==> config.mk <==
export PLATFORM = sky130hd
export DESIGN_NAME = lap_recorder_ctl_flat
export DESIGN_NICKNAME = d
export VERILOG_FILES = /design/src/rtl/lap_recorder_if.sv /design/src/rtl/lap_recorder_ctl.sv /design/src/flat_wrapper.sv
export SDC_FILE = /design/constraint.sdc
export NUM_CORES = 1
export LEC_CHECK = 0
export CELL_PAD_IN_SITES_DETAIL_PLACEMENT = 0
export CELL_PAD_IN_SITES_GLOBAL_PLACEMENT = 2
export CORE_UTILIZATION = 40
export DETAILED_ROUTE_END_ITERATION = 8
export GPL_TIMING_DRIVEN = 0
export PLACE_DENSITY_LB_ADDON = 0.12
export SLEW_MARGIN = 10
export SYNTH_ARGS = -nofsm -noshare
export SYNTH_HDL_FRONTEND = slang
export SYNTH_SLANG_ARGS = --single-unit
==> constraint.sdc <==
create_clock -name clk -period 3 [get_ports clk]
set_input_delay 0.6 -clock clk [delete_from_list [all_inputs] [get_ports clk]]
set_output_delay 0.6 -clock clk [all_outputs]
set_load 0.05 [all_outputs]
==> src/rtl/lap_recorder_if.sv <==
// Signal bundle between the stopwatch control/counter side and the lap recorder.
// The master side drives the control levels, the button pulses and the live time.
// The slave side (the recorder) returns display and status information.
interface lap_recorder_if #(
  parameter int TIME_W = 16,
  parameter int IDX_W  = 3
);
  logic              init_regs;
  logic              count_enabled;
  logic              split;
  logic              browse;
  logic [TIME_W-1:0] time_in;
  logic [TIME_W-1:0] disp_time;
  logic [IDX_W-1:0]  lap_sel;
  logic [IDX_W:0]    lap_count;
  logic              reviewing;
  logic              full;
  logic              rec_pulse;

  modport master (
    output init_regs, count_enabled, split, browse, time_in,
    input  disp_time, lap_sel, lap_count, reviewing, full, rec_pulse
  );

  modport slave (
    input  init_regs, count_enabled, split, browse, time_in,
    output disp_time, lap_sel, lap_count, reviewing, full, rec_pulse
  );
endinterface

==> src/rtl/lap_recorder_ctl.sv <==
// Lap/split recorder and display scheduler.
// While counting, split pulses capture the live time into a small lap buffer.
// While stopped, browse pulses step the display through the stored laps.
// Otherwise the display follows the live time.
module lap_recorder_ctl #(
  parameter int TIME_W = 16,
  parameter int DEPTH  = 8,
  parameter int IDX_W  = 3
) (
  input  logic         clk,
  input  logic         reset,
  lap_recorder_if.slave bus
);

  typedef enum logic {
    LIVE   = 1'b0,
    REVIEW = 1'b1
  } state_e;

  localparam logic [IDX_W:0] DEPTH_C = (IDX_W+1)'(DEPTH);

  state_e            state_q, state_d;
  logic [IDX_W-1:0]  lap_sel_q, lap_sel_d;
  logic [IDX_W:0]    lap_count_q, lap_count_d;
  logic              full_q, full_d;
  logic              rec_pulse_q, rec_pulse_d;
  logic [TIME_W-1:0] disp_time_q, disp_time_d;
  logic [TIME_W-1:0] mem_q [DEPTH];

  logic              rec_en;
  logic              last_lap;

  // Decide recording, FSM transitions, lap index and display value for the next cycle.
  always_comb begin
    // NOTE: every variable gets a default first so no path leaves one unassigned and infers a latch.
    state_d     = state_q;
    lap_sel_d   = lap_sel_q;
    lap_count_d = lap_count_q;
    rec_pulse_d = 1'b0;

    // A lap is stored only while counting, not idle, and with room left.
    rec_en   = bus.split && bus.count_enabled && !full_q && !bus.init_regs;
    last_lap = ({1'b0, lap_sel_q} == (lap_count_q - 1'b1));

    if (bus.init_regs) begin
      state_d     = LIVE;
      lap_sel_d   = '0;
      lap_count_d = '0;
    end else begin
      if (rec_en) begin
        lap_count_d = lap_count_q + 1'b1;
        rec_pulse_d = 1'b1;
      end

      unique case (state_q)
        LIVE: begin
          if (bus.browse && !bus.count_enabled && (lap_count_q != '0)) begin
            state_d   = REVIEW;
            lap_sel_d = '0;
          end
        end
        REVIEW: begin
          // Restarting the counter forces the live view and beats browse.
          if (bus.count_enabled) begin
            state_d   = LIVE;
            lap_sel_d = '0;
          end else if (bus.browse) begin
            if (last_lap) begin
              state_d   = LIVE;
              lap_sel_d = '0;
            end else begin
              lap_sel_d = lap_sel_q + IDX_W'(1);
            end
          end
        end
        default: begin
          state_d   = LIVE;
          lap_sel_d = '0;
        end
      endcase
    end

    full_d = (lap_count_d == DEPTH_C);

    // Display uses the current state and index, independent of the next-state decision.
    disp_time_d = (state_q == REVIEW) ? mem_q[lap_sel_q] : bus.time_in;
  end

  // Control and display registers with synchronous reset.
  always_ff @(posedge clk) begin
    if (reset) begin
      state_q     <= LIVE;
      lap_sel_q   <= '0;
      lap_count_q <= '0;
      full_q      <= 1'b0;
      rec_pulse_q <= 1'b0;
      disp_time_q <= '0;
    end else begin
      // NOTE: sequential state uses non-blocking assignments so all flops update together at the edge.
      state_q     <= state_d;
      lap_sel_q   <= lap_sel_d;
      lap_count_q <= lap_count_d;
      full_q      <= full_d;
      rec_pulse_q <= rec_pulse_d;
      disp_time_q <= disp_time_d;
    end
  end

  // Lap buffer write port; reset only blocks the write.
  always_ff @(posedge clk) begin
    // NOTE: the buffer is not reset; unwritten entries are never displayed, so this lets it map to RAM.
    if (!reset && rec_en) begin
      mem_q[lap_count_q[IDX_W-1:0]] <= bus.time_in;
    end
  end

  assign bus.disp_time = disp_time_q;
  assign bus.lap_sel   = lap_sel_q;
  assign bus.lap_count = lap_count_q;
  assign bus.reviewing = (state_q == REVIEW);
  assign bus.full      = full_q;
  assign bus.rec_pulse = rec_pulse_q;

endmodule

==> src/flat_wrapper.sv <==
// flat-port wrapper written by rule: the top's interface ports become plain ports
module lap_recorder_ctl_flat 
#(
  parameter int TIME_W = 16,
  parameter int DEPTH  = 8,
  parameter int IDX_W  = 3
)
  (clk, reset, bus_init_regs, bus_count_enabled, bus_split, bus_browse, bus_time_in, bus_disp_time, bus_lap_sel, bus_lap_count, bus_reviewing, bus_full, bus_rec_pulse);
  lap_recorder_if #(.TIME_W(TIME_W), .IDX_W(IDX_W)) bus_i ();
  input  logic clk;
  input  logic reset;
  input wire logic [$bits(bus_i.init_regs)-1:0] bus_init_regs;
  input wire logic [$bits(bus_i.count_enabled)-1:0] bus_count_enabled;
  input wire logic [$bits(bus_i.split)-1:0] bus_split;
  input wire logic [$bits(bus_i.browse)-1:0] bus_browse;
  input wire logic [$bits(bus_i.time_in)-1:0] bus_time_in;
  output wire logic [$bits(bus_i.disp_time)-1:0] bus_disp_time;
  output wire logic [$bits(bus_i.lap_sel)-1:0] bus_lap_sel;
  output wire logic [$bits(bus_i.lap_count)-1:0] bus_lap_count;
  output wire logic [$bits(bus_i.reviewing)-1:0] bus_reviewing;
  output wire logic [$bits(bus_i.full)-1:0] bus_full;
  output wire logic [$bits(bus_i.rec_pulse)-1:0] bus_rec_pulse;
  assign bus_i.init_regs = bus_init_regs;
  assign bus_i.count_enabled = bus_count_enabled;
  assign bus_i.split = bus_split;
  assign bus_i.browse = bus_browse;
  assign bus_i.time_in = bus_time_in;
  assign bus_disp_time = bus_i.disp_time;
  assign bus_lap_sel = bus_i.lap_sel;
  assign bus_lap_count = bus_i.lap_count;
  assign bus_reviewing = bus_i.reviewing;
  assign bus_full = bus_i.full;
  assign bus_rec_pulse = bus_i.rec_pulse;
  lap_recorder_ctl #(.TIME_W(TIME_W), .DEPTH(DEPTH), .IDX_W(IDX_W)) u_core (.clk(clk), .reset(reset), .bus(bus_i));
endmodule
==> qor.json, run 1 <==
{
  "synth.cell_area_mm2": 0.00608,
  "drtPass1Iterations": 6,
  "first_pass_grt_wire_length_um": 19800,
  "route.antenna.remaining_nets": 0,
  "cts_hold_buffers": 0,
  "reg2reg_depth": 5,
  "synth-async-reset-ratio_pct": 0,
  "synth-edff-count": 128,
  "top_layer_used": "met4",
  "drt_iter0_markers": 215,
  "timing.critical_path.mode_cell": "nor2_2",
  "post_cts_resized": 0,
  "fin_skew_ns": 0.00519,
  "layout_worst_path_cycle_share_pct": 80.0,
  "dp_cells": 563,
  "timing.final.setup_violations": 0,
  "first_global_vias": 3238,
  "cp_max_fo": 9,
  "final-hold-violation-count": 0,
  "cts_setup_buffers": 0,
  "final_net_count": 423,
  "routed-wl-met2_um": 6280,
  "yosysSeqAreaShare_pct": 72.8,
  "post_synth_inst_count": 323,
  "cells_traversed_along_the_worst_timing_path": "clkdlybuf4s50_1 > or2_1 > buf_2 > nor2_2 > nand2_1 > nor2_2 > buf_8",
  "hp-class": "flip-flop to flip-flop",
  "cp_num_cells": 7,
  "setup_crit_start_kind": "input pin",
  "outcome": "complete, but fails checks",
  "ctsHtreeMaxLevel": 4,
  "fp-row-count": 44,
  "clkLatencyLatePin_ns": 0.42,
  "violations_in_the_final_reports": "DRC",
  "worstPathBufferInverterCount": 3,
  "avgSynthCellArea_um2": 18.8,
  "ff2ff_setup_slack_ns": 1.04,
  "vias_per_cell": 5.37,
  "post_route_cells_drive_above_1_share_pct": 24.1,
  "timing.max_slew.rel_slack_pct": 45.8,
  "max_cap_violations": 0,
  "gpl.final_weighted_congestion": 0.679,
  "final-instance-count-excl-fill": 595,
  "core_region_area_mm2": 0.0147,
  "ys_warn_count": 0,
  "mostFrequentLayoutCells": "edfxtp_1, clkdlybuf4s50_1, mux4_2",
  "leading_cell_type_in_the_layout_fill_and_taps_excluded": "edfxtp_1",
  "power.density_cell_area_mw_per_mm2": 629,
  "worstSetupEndpointType": "flip-flop",
  "insertedDiodeCount": 0,
  "die-area_mm2": 0.0157,
  "timing.setup.tns_ns": 0,
  "worst_hold_path.num_cells": 2,
  "setup.worst_path.class": "input pin to flip-flop",
  "final_period_minus_worst_setup_slack_ns": 2.40,
  "fmax_ghz": 0.417,
  "leakage_power_nw": 2.40,
  "routed_wire_length_per_instance_um": 22.0,
  "critPathTopFamily": "simple AND/OR/NAND/NOR gates",
  "top_level_ports": 48,
  "layout-area-overhead-vs-synth_pct": 23.8,
  "floorplan.initialDensity_pct": 41.3,
  "groute.usage.overall_pct": 18.0,
  "grt_start_max_net_pins": 17,
  "route.final.wire_length_um": 13100,
  "number_of_antenna_violations_at_the_first_check_in_global_routing": 0,
  "total_number_of_vias": 3194,
  "vdd.ir_drop.worst_mv": 0.376,
  "remaining_routing_drc_violations": 3,
  "tightest_slew_ns": 0.813,
  "met3RoutedLength_um": 627,
  "dp_hpwl_um": 8330,
  "tritoncts": "done",
  "arrival_time_at_the_worst_endpoint_ns": 2.53,
  "cts.root.buffer_cell": "clkbuf_16",
  "path_clk_slew_ns": 0.06,
  "maxSlewViolCount": 0,
  "critical-path-slowest-cell": "nor2_2",
  "floorplan.die.width_um": 125,
  "bufs_on_longest_clock_path": 2,
  "dieHeight_um": 125,
  "slowest_delay_ns": 0.52,
  "worstPathRequired_ns": 3.13,
  "synth_seq_cells": 157,
  "cts_inserted_buffers": 17,
  "wl_met1_um": 6050,
  "clock_sink_count": 157,
  "synth_fp_nets": 348,
  "unrepaired_setup_endpoints_after_global_routing": "false",
  "ys.flop_type": "edfxtp_1",
  "place.port_buffers": 46,
  "synth.lib_cells_used.distinct": 41,
  "globalRouteOverflowTotal": 0
}
-- cell families (layout without fill, tap and decap cells) --
kind of cell	count (synthesis)	after routing	share of synthesized area [%]
flops	157	157	72.8
simple gates	50	50	4.06
mux	48	48	14.5
compound gates	33	33	3.79
buf+inv	25	113	2.88
xor+xnor	7	7	1.36
fa+ha+maj	3	3	0.618
-- synth_stat cells, drive strengths merged, types with 2 or more instances --
library cell	count	share of area (%)
xor2	5	0.84
nor3	4	0.51
nand3	2	0.16
a21oi	7	0.70
nand2	8	0.49
buf	13	2.1
mux2i	16	2.6
nand3b	2	0.31
inv	5	0.31
o21ai	5	0.41
a211oi	16	2.0
nor2	27	1.7
o2111ai	2	0.29
ha	3	0.62
dfxtp	29	9.6
mux4	32	12
clkbuf	6	0.37
edfxtp	128	63
-- flip-flops by register name, indices dropped and copies added (netlist names), named ones only --
register              flops
u_core.bus.disp_time     16
u_core.bus.full           1
u_core.bus.lap_count      4
u_core.bus.lap_sel        3
u_core.bus.rec_pulse      1
u_core.bus.reviewing      1
u_core.mem_q            128
-- final timing paths --
path                              start            endpoint
setup / recovery          bus_init_regs  u_core.mem_q[6][7]
hold / removal    u_core.bus.lap_sel[0]           flip-flop
hold reg to reg   u_core.bus.lap_sel[0]           flip-flop
setup reg to reg        u_core.bus.full  u_core.mem_q[6][7]
-- metal layers --
layer,track usage (%),up-vias
met4,5.60,0
met3,4.88,19
met1,24.4,1639
met5,0,-
li1,-,1434
met2,28.3,102
-- worst register-to-register path, cell delays in order (launching register included) --
cell and delay (ns):
dfxtp_1 0.31, nand3b_2 0.28, nor2_2 0.16, nand2_1 0.16, nor2_2 0.52, buf_8 0.24
-- per-stage QoR --
stage / util [%] / instance area (um2) / setup WS (ns) / total power [mW] / hold WS [ns]
floorplan: - / 6080 / 0.104 / 2.51 / 0.679
global placement: 46.0 / 6770 / -1.74 / 2.60 / 0.581
detailed placement: 47.1 / 6920 / 0.110 / 2.60 / 0.589
CTS: 51.2 / 7520 / 0.573 / 4.78 / 0.603
global route: 51.2 / 7520 / 0.453 / 4.86 / 0.623
finish: 51.2 / 7520 / 0.601 / 4.74 / 0.594
-- layout make-up --
class | count | area (um2)
multi-input combinational | 141 | 1500
tap | 184 | 230
sequential | 157 | 4420
buffer | 19 | 153
inverter | 6 | 22.5
fill | 1202 | 7180
clock inverter | 11 | 141
clock buffer | 21 | 460
timing repair buffer | 56 | 588
-- power breakdown --
part | switching (mW) | leakage [nW] | total, mW | internal (mW)
Clock | 0.836 | 0.290 | 2.18 | 1.35
Sequential | 0.00453 | 1.39 | 2.38 | 2.37
Combinational | 0.112 | 0.724 | 0.177 | 0.0647
Total | 0.952 | 2.40 | 4.74 | 3.78
Power figures use the tool's default switching activity.
==> inputs of run 2 (changes only) <==
==> constraint.sdc (replaced) <==
create_clock -name clk -period 2.03 [get_ports clk]
set_input_delay 0.406 -clock clk [delete_from_list [all_inputs] [get_ports clk]]
set_output_delay 0.406 -clock clk [all_outputs]
set_load 0.05 [all_outputs]
==> run 2 against run 1 <==
The flow still finishes with violations (DRC). Worst setup slack lost 0.54 ns. Combinational power grew 51%. Clock power grew 32%. Wire length shrank 2.4%. Cell count grew 1.3%. Sequential share of layout area shrank 1.1 points. Critical endpoint is now bus_full. Largest cell class unchanged.
==> qor.json, run 2 (synthesis gave the netlist of run 1 again) <==
{
  "first_global_vias": {"value": 3255, "change": "was 3238"},
  "worstPathBufferInverterCount": {"value": 1, "change": "was 3"},
  "tritoncts": {"value": "done", "change": "unchanged"},
  "timing.hold.worst.start": {"value": "reset", "change": "was u_core.bus.lap_sel[0]"},
  "place_worst_setup_slack": {"value": -1.03, "unit": "ns", "change": "was 0.110 ns"},
  "gpl.final_weighted_congestion": {"value": 0.747, "change": "was 0.679"},
  "final_period_minus_worst_setup_slack_ns": 1.97,
  "critical-path-slowest-cell": {"value": "clkdlybuf4s50_1", "change": "was nor2_2"},
  "top_level_ports": {"value": 48, "change": "unchanged"},
  "grt_start_max_net_pins": {"value": 17, "change": "unchanged"},
  "unrepaired_setup_endpoints_after_global_routing": {"value": "false", "change": "unchanged"},
  "remaining_routing_drc_violations": {"value": 7, "change": "was 3"},
  "arrival_time_at_the_worst_endpoint": {"value": 1.56, "unit": "ns", "change": "was 2.53 ns"},
  "critPathTopFamily": {"value": "buffers and inverters", "change": "was simple AND/OR/NAND/NOR gates"},
  "worstSetupEndpointType": {"value": "output port", "change": "was flip-flop"},
  "place.port_buffers": {"value": 46, "change": "unchanged"},
  "dp_hpwl": {"value": 7950, "unit": "um", "change": "was 8330 um"},
  "floorplan.die.width": {"value": 125, "unit": "um", "change": "unchanged"},
  "largest_register_ff_count": {"value": 128, "change": "unchanged"},
  "timing.final.ws_setup": {"value": 0.0611, "unit": "ns", "change": "was 0.601 ns"},
  "number_of_antenna_violations_at_the_first_check_in_global_routing": {"value": 0, "change": "unchanged"},
  "dieHeight": {"value": 125, "unit": "um", "change": "unchanged"},
  "first_pass_grt_wire_length": {"value": 19500, "unit": "um", "change": "was 19800 um"},
  "ff2ff_setup_slack": {"value": 0.17, "unit": "ns", "change": "was 1.04 ns"},
  "finalPower": {"value": 6.66, "unit": "mW", "change": "was 4.74 mW"},
  "bufs_on_longest_clock_path": {"value": 2, "change": "unchanged"},
  "ctsHtreeMaxLevel": {"value": 4, "change": "unchanged"},
  "die-area": {"value": 0.0157, "unit": "mm2", "change": "unchanged"},
  "post_route_cells_drive_above_1_share": {"value": 27.0, "unit": "%", "change": "was 24.1%"},
  "mostFrequentLayoutCells": {"value": "edfxtp_1, clkdlybuf4s50_1, mux4_2", "change": "unchanged"},
  "hp-class": {"value": "input pin to flip-flop", "change": "was flip-flop to flip-flop"},
  "drtPass1Iterations": {"value": 6, "change": "unchanged"},
  "violations_in_the_final_reports": {"value": "DRC", "change": "unchanged"},
  "cells_traversed_along_the_worst_timing_path": {"value": "clkdlybuf4s50_1", "change": "was clkdlybuf4s50_1 > or2_1 > buf_2 > nor2_2 > nand2_1 > nor2_2 > buf_8"},
  "maxSlewViolCount": {"value": 0, "change": "unchanged"},
  "total_number_of_vias": {"value": 3225, "change": "was 3194"},
  "routed_wire_length_per_instance": {"value": 21.2, "unit": "um", "change": "was 22.0 um"},
  "core_region_area": {"value": 0.0147, "unit": "mm2", "change": "unchanged"},
  "vdd.ir_drop.worst": {"value": 0.597, "unit": "mV", "change": "was 0.376 mV"},
  "path_clk_slew": {"value": 0.06, "unit": "ns", "change": "about the same"},
  "leading_cell_type_in_the_layout_fill_and_taps_excluded": {"value": "edfxtp_1", "change": "unchanged"},
  "critical_path.reg2reg.endpoint": {"value": "u_core.bus.disp_time[8]", "change": "was u_core.mem_q[6][7]"},
  "route.final.wire_length": {"value": 12800, "unit": "um", "change": "was 13100 um"},
  "cts.root.buffer_cell": {"value": "clkbuf_16", "change": "unchanged"},
  "vias_per_cell": {"value": 5.35, "change": "was 5.37"},
  "groute.usage.overall": {"value": 17.6, "unit": "%", "change": "was 18.0%"},
  "route.antenna.remaining_nets": {"value": 0, "change": "unchanged"},
  "cp_max_fo": {"value": 3, "change": "was 9"},
  "regToRegStartpoint": {"value": "u_core.bus.reviewing", "change": "was u_core.bus.full"},
  "final-hold-violation-count": {"value": 0, "change": "unchanged"},
  "fp-row-count": {"value": 44, "change": "unchanged"},
  "max_cap_violations": {"value": 0, "change": "unchanged"},
  "fmax_ghz": 0.508,
  "globalRouteOverflowTotal": {"value": 0, "change": "unchanged"},
  "timing.max_slew.rel_slack": {"value": 49.2, "unit": "%", "change": "was 45.8%"},
  "worstPathRequired": {"value": 1.62, "unit": "ns", "change": "was 3.13 ns"},
  "worst_hold_path_endpoint": "u_core.bus.disp_time[10]",
  "setup.worst_path.class": {"value": "flip-flop to output port", "change": "was input pin to flip-flop"},
  "fin_skew": {"value": 0.00847, "unit": "ns", "change": "was 0.00519 ns"},
  "insertedDiodeCount": {"value": 0, "change": "unchanged"},
  "cts_inserted_buffers": {"value": 17, "change": "unchanged"},
  "drt_iter0_markers": {"value": 302, "change": "was 215"},
  "power.density_cell_area": {"value": 868, "unit": "mW/mm2", "change": "was 629 mW/mm2"},
  "clkLatencyLatePin": {"value": 0.43, "unit": "ns", "change": "was 0.42 ns"},
  "setup_crit_start_kind": {"value": "flip-flop", "change": "was input pin"},
  "final_net_count": {"value": 431, "change": "was 423"},
  "layout-area-overhead-vs-synth": {"value": 26.2, "unit": "%", "change": "was 23.8%"},
  "clock_sink_count": {"value": 157, "change": "unchanged"},
  "reg2reg_depth": {"value": 4, "change": "was 5"},
  "outcome": {"value": "complete, but fails checks", "change": "unchanged"},
  "slowest_delay": {"value": 0.80, "unit": "ns", "change": "was 0.52 ns"},
  "floorplan.initialDensity": {"value": 41.3, "unit": "%", "change": "unchanged"},
  "layout_worst_path_cycle_share_pct": 97.0,
  "timing.final.setup_violations": {"value": 0, "change": "unchanged"},
  "tightest_slew": {"value": 0.762, "unit": "ns", "change": "was 0.813 ns"},
  "leakage_power": {"value": 2.49, "unit": "nW", "change": "was 2.40 nW"},
  "worst_hold_path.num_cells": {"value": 2, "change": "unchanged"}
}
==> run 2: layer usage <==
metal / up-vias / part of all wire [%] / track usage (%)
met5: - / 0 / 0
met4: 0 / 2.0 / 8.82
met3: 22 / 4.1 / 4.54
met2: 85 / 48 / 26.4
met1: 1662 / 46 / 23.9
li1: 1456 / - / -
==> run 2: how the worst max path moves through the flow <==
| stage | startpoint | endpoint | slack [ns] | cells past startpoint |
|---|---|---|---|---|
| floorplan | reset | u_core.mem_q[5][0] | -0.24 | 6 |
| global placement | bus_init_regs | u_core.mem_q[3][10] | -1.52 | 6 |
| detailed placement | bus_init_regs | u_core.mem_q[2][3] | -1.03 | 6 |
| CTS | u_core.bus.lap_count[0] | bus_lap_count[0] | 0.01 | 1 |
| global route | bus_init_regs | u_core.mem_q[5][3] | 0.006 | 7 |
| finish | u_core.bus.full | bus_full | 0.06 | 1 |
==> run 2: through the flow <==
stage / hold slack [ns] / std cells / util (%) / instance area, um2 / TNS, ns
2_1_floorplan: 0.485 / 323 / - / 6090 / -25.67
3_3_place_gp: 0.566 / 553 / 46.1 / 6780 / -177.99
3_5_place_dp: 0.578 / 560 / 47.3 / 6950 / -83.86
4_1_cts: 0.536 / 603 / 52.1 / 7660 / 0
5_1_grt: 0.547 / 603 / 52.2 / 7670 / 0
6_report: 0.567 / 603 / 52.2 / 7670 / 0
==> run 2: power breakdown <==
part,switching [mW],total (mW),internal [mW]
clock network,1.31,2.88,1.57
registers,0.00629,3.51,3.50
logic,0.169,0.267,0.0987
total,1.49,6.66,5.17
==> run 2: timing repair <==
action | CTS | global route
buffers inserted | 11 | 0
hold buffers | 0 | 0
pin swaps | 5 | 2
gates resized for setup | 14 | 6
endpoints found under the setup margin | 125 | 33
==> run 2: layout make-up <==
type / count / area [um2]
inverters: 6 / 22.5
fillers: 1209 / 7030
flip-flops and latches: 157 / 4420
plain buffers: 19 / 156
well taps: 184 / 230
repair buffers: 64 / 734
multi-input cells: 141 / 1560
clock buffers: 17 / 425
clock inverters: 15 / 116
==> inputs of run 3 (changes only) <==
--- a/config.mk
+++ b/config.mk
@@ -5,8 +5,10 @@
 export SDC_FILE = /design/constraint.sdc
 export NUM_CORES = 1
 export LEC_CHECK = 0
+export CAP_MARGIN = 20
 export CELL_PAD_IN_SITES_DETAIL_PLACEMENT = 0
 export CELL_PAD_IN_SITES_GLOBAL_PLACEMENT = 2
+export CORE_MARGIN = 2
 export CORE_UTILIZATION = 40
 export DETAILED_ROUTE_END_ITERATION = 8
 export GPL_TIMING_DRIVEN = 0
==> run 3 against run 2 <==
Largest cell class unchanged. Worst setup slack lost 0.0090 ns. Worst hold slack lost 0.047 ns. Clock skew shrank 0.0016 ns. Global-route usage shrank 0.19 points. Sequential power is essentially flat. Wire length grew 0.77%. Clock power grew 8.3%. Via count shrank 2.0%. Combinational power shrank 2%. The flow now finishes without violations.
==> qor.json, run 3 (synthesis gave the netlist of run 1 again) <==
{
  "arrival_time_at_the_worst_endpoint": {"value": 1.57, "unit": "ns", "change": "was 1.56 ns"},
  "clock_sink_count": {"value": 157, "change": "unchanged"},
  "total_number_of_vias": {"value": 3160, "change": "was 3225"},
  "core_region_area": {"value": 0.0150, "unit": "mm2", "change": "was 0.0147 mm2"},
  "cells_traversed_along_the_worst_timing_path": {"value": "clkdlybuf4s50_1", "change": "unchanged"},
  "regToRegStartpoint": {"value": "u_core.bus.reviewing", "change": "unchanged"},
  "cts_hold_buffers": {"value": 0, "change": "unchanged"},
  "top_level_ports": {"value": 48, "change": "unchanged"},
  "tritoncts": {"value": "done", "change": "unchanged"},
  "place.port_buffers": {"value": 46, "change": "unchanged"},
  "ff2ff_setup_slack": {"value": 0.19, "unit": "ns", "change": "was 0.17 ns"},
  "timing.setup.tns": {"value": 0, "unit": "ns", "change": "unchanged"},
  "worstSetupEndpointType": {"value": "output port", "change": "unchanged"},
  "route.final.wire_length": {"value": 12900, "unit": "um", "change": "was 12800 um"},
  "clkLatencyLatePin": {"value": 0.42, "unit": "ns", "change": "was 0.43 ns"},
  "vias_per_cell": {"value": 5.18, "change": "was 5.35"},
  "intPower": {"value": 5.51, "unit": "mW", "change": "was 5.17 mW"},
  "gpl.final_weighted_congestion": {"value": 0.754, "change": "was 0.747"},
  "cts_inserted_buffers": {"value": 17, "change": "unchanged"},
  "power.density_cell_area": {"value": 896, "unit": "mW/mm2", "change": "was 868 mW/mm2"},
  "drt_iter0_markers": {"value": 281, "change": "was 302"},
  "floorplan.initialDensity": {"value": 40.4, "unit": "%", "change": "was 41.3%"},
  "combPwrFrac": {"value": 3.8, "unit": "%", "change": "was 4.0%"},
  "final_period_minus_worst_setup_slack": {"value": 1.98, "unit": "ns", "change": "was 1.97 ns"},
  "unrepaired_setup_endpoints_after_global_routing": {"value": "false", "change": "unchanged"},
  "outcome": {"value": "finished, final reports clean", "change": "was complete, but fails checks"},
  "final_net_count": {"value": 434, "change": "was 431"},
  "largest_register_ff_count": {"value": 128, "change": "unchanged"},
  "fin_skew": {"value": 0.00684, "unit": "ns", "change": "was 0.00847 ns"},
  "number_of_antenna_violations_at_the_first_check_in_global_routing": {"value": 0, "change": "unchanged"},
  "cp_max_fo": {"value": 1, "change": "was 3"},
  "timing.hold.worst.start": {"value": "reset", "change": "unchanged"},
  "worst_hold_path_endpoint": {"value": "u_core.bus.disp_time[13]", "change": "was u_core.bus.disp_time[10]"},
  "globalRouteOverflowTotal": {"value": 0, "change": "unchanged"},
  "grt_start_max_net_pins": {"value": 17, "change": "unchanged"},
  "cts.root.buffer_cell": {"value": "clkbuf_16", "change": "unchanged"},
  "worstPathRequired": {"value": 1.62, "unit": "ns", "change": "about the same"},
  "reg2reg_depth": {"value": 4, "change": "unchanged"},
  "hp-class": {"value": "input pin to flip-flop", "change": "unchanged"},
  "switching_power_as_a_share_of_total_power": {"value": 20.1, "unit": "%", "change": "was 22.3%"},
  "first_pass_grt_wire_length": {"value": 19900, "unit": "um", "change": "was 19500 um"},
  "post_route_cells_drive_above_1_share": {"value": 26.3, "unit": "%", "change": "was 27.0%"},
  "share_seq_of_total_power": {"value": 50.9, "unit": "%", "change": "was 52.7%"},
  "timing.max_slew.rel_slack": {"value": 48.8, "unit": "%", "change": "was 49.2%"},
  "setup.worst_path.class": {"value": "flip-flop to output port", "change": "unchanged"},
  "routed_wire_length_per_instance": {"value": 21.2, "unit": "um", "change": "about the same"},
  "worst_hold_path.num_cells": {"value": 2, "change": "unchanged"},
  "maxSlewViolCount": {"value": 0, "change": "unchanged"},
  "drtPass1Iterations": {"value": 4, "change": "was 6"},
  "worstPathBufferInverterCount": {"value": 1, "change": "unchanged"},
  "wl_met1": {"value": 5570, "unit": "um", "change": "was 5930 um"},
  "tightest_slew": {"value": 0.768, "unit": "ns", "change": "was 0.762 ns"},
  "power.switching": {"value": 1.38, "unit": "mW", "change": "was 1.49 mW"},
  "layout-area-overhead-vs-synth": {"value": 26.6, "unit": "%", "change": "was 26.2%"},
  "fp-row-count": {"value": 45, "change": "was 44"},
  "setup_crit_start_kind": {"value": "flip-flop", "change": "unchanged"},
  "layout_worst_path_cycle_share": {"value": 97.4, "unit": "%", "change": "was 97.0%"},
  "bufs_on_longest_clock_path": {"value": 2, "change": "unchanged"},
  "die-area": {"value": 0.0162, "unit": "mm2", "change": "was 0.0157 mm2"},
  "dieHeight": {"value": 127, "unit": "um", "change": "was 125 um"},
  "critical-path-slowest-cell": {"value": "clkdlybuf4s50_1", "change": "unchanged"},
  "critPathTopFamily": {"value": "buffers and inverters", "change": "unchanged"},
  "mostFrequentLayoutCells": {"value": "edfxtp_1, clkdlybuf4s50_1, mux4_2", "change": "unchanged"},
  "ctsHtreeMaxLevel": {"value": 4, "change": "unchanged"},
  "final.fill_count": {"value": 1231, "change": "was 1209"},
  "route.antenna.remaining_nets": {"value": 0, "change": "unchanged"},
  "leakage_power": {"value": 2.54, "unit": "nW", "change": "was 2.49 nW"},
  "final-hold-violation-count": {"value": 0, "change": "unchanged"},
  "critical_path.reg2reg.endpoint": {"value": "u_core.bus.disp_time[7]", "change": "was u_core.bus.disp_time[8]"},
  "remaining_routing_drc_violations": {"value": 0, "change": "was 7"},
  "slowest_delay": {"value": 0.81, "unit": "ns", "change": "was 0.80 ns"},
  "max_cap_violations": {"value": 0, "change": "unchanged"},
  "insertedDiodeCount": {"value": 0, "change": "unchanged"},
  "vdd.ir_drop.worst": {"value": 0.595, "unit": "mV", "change": "was 0.597 mV"},
  "final_core_utilization": {"value": 51.2, "unit": "%", "change": "was 52.2%"},
  "finalPower": {"value": 6.90, "unit": "mW", "change": "was 6.66 mW"},
  "fmax": {"value": 0.506, "unit": "GHz", "change": "was 0.508 GHz"},
  "timing.final.setup_violations": {"value": 0, "change": "unchanged"},
  "met3RoutedLength": {"value": 658, "unit": "um", "change": "was 520 um"},
  "routed-wl-met2": {"value": 6480, "unit": "um", "change": "was 6100 um"},
  "floorplan.die.width": {"value": 127, "unit": "um", "change": "was 125 um"},
  "leading_cell_type_in_the_layout_fill_and_taps_excluded": {"value": "edfxtp_1", "change": "unchanged"},
  "first_global_vias": {"value": 3356, "change": "was 3255"},
  "top_layer_used": {"value": "met4", "change": "unchanged"},
  "groute.usage.overall": {"value": 17.4, "unit": "%", "change": "was 17.6%"},
  "share_clk_of_total_power": {"value": 45.3, "unit": "%", "change": "was 43.3%"},
  "path_clk_slew": {"value": 0.06, "unit": "ns", "change": "about the same"},
  "dp_hpwl": {"value": 8260, "unit": "um", "change": "was 7950 um"}
}
==> run 3: cell types whose count changed in the layout (fill, tap and decap cells not counted), moves of 2 or more <==
| cell | delta |
|---|---|
| clkinv_4 | -4 |
| inv_6 | -3 |
| buf_6 | +3 |
| clkinvlp_4 | -2 |
| buf_4 | +3 |
| clkinv_2 | +3 |
| clkbuf_1 | +3 |
| clkdlybuf4s50_1 | -2 |
| dlymetal6s2s_1 | +2 |
| bufinv_16 | +3 |
| buf_16 | -2 |
==> run 3: worst max path at each step <==
stage                        startpoint                  to  slack [ns]  cells past startpoint
2_1_floorplan                     reset  u_core.mem_q[5][0]       -0.24                      6
3_3_place_gp              bus_init_regs  u_core.mem_q[6][8]       -1.44                      6
3_5_place_dp              bus_init_regs  u_core.mem_q[4][8]       -0.81                      7
4_1_cts                   bus_init_regs  u_core.mem_q[0][7]       -0.04                      7
5_1_grt                 u_core.bus.full            bus_full       0.005                      1
6_report       u_core.bus.disp_time[13]   bus_disp_time[13]        0.05                      1
==> run 3: per-layer routing <==
metal,global-route usage (%),vias up
li1,-,1464
met1,22.8,1601
met2,28.2,80
met3,4.69,15
met4,6.53,0
met5,0,-
==> run 3: layout make-up <==
type	instances	area, um2	share of cell area, %
inverter	6	22.5	0.293
buffer	19	155	2.02
tap	188	235	3.06
timing repair buffer	67	721	9.37
clock inverter	13	149	1.93
clock buffer	19	433	5.63
sequential	157	4420	57.5
multi-input combinational	141	1560	20.2
==> run 3: power groups by stage <==
stage	Combinational, mW	Clock (mW)	Sequential, mW
final	0.262	3.12	3.51
after global routing	0.282	3.31	3.51
after CTS	0.265	3.18	3.51
after detailed placement	0.262	0	3.58
after global placement	0.255	0	3.58
after floorplan	0.0577	0	3.65
==> run 3: what timing repair did <==
action                                  CTS  global route
setup buffers                            13             0
gates resized for setup                  11             8
endpoints found under the setup margin  122            38
pin swaps                                 6             1
hold endpoints to repair                  0             0
==> run 3: per-stage QoR <==
stage | cells | setup slack [ns] | hold slack (ns) | instance area (um2)
floorplan | 323 | -0.245 | 0.485 | 6090
global placement | 557 | -1.44 | 0.563 | 6790
detailed placement | 565 | -0.807 | 0.566 | 6930
CTS | 610 | -0.0401 | 0.537 | 7670
global route | 610 | 0.00491 | 0.548 | 7690
finish | 610 | 0.0521 | 0.520 | 7690
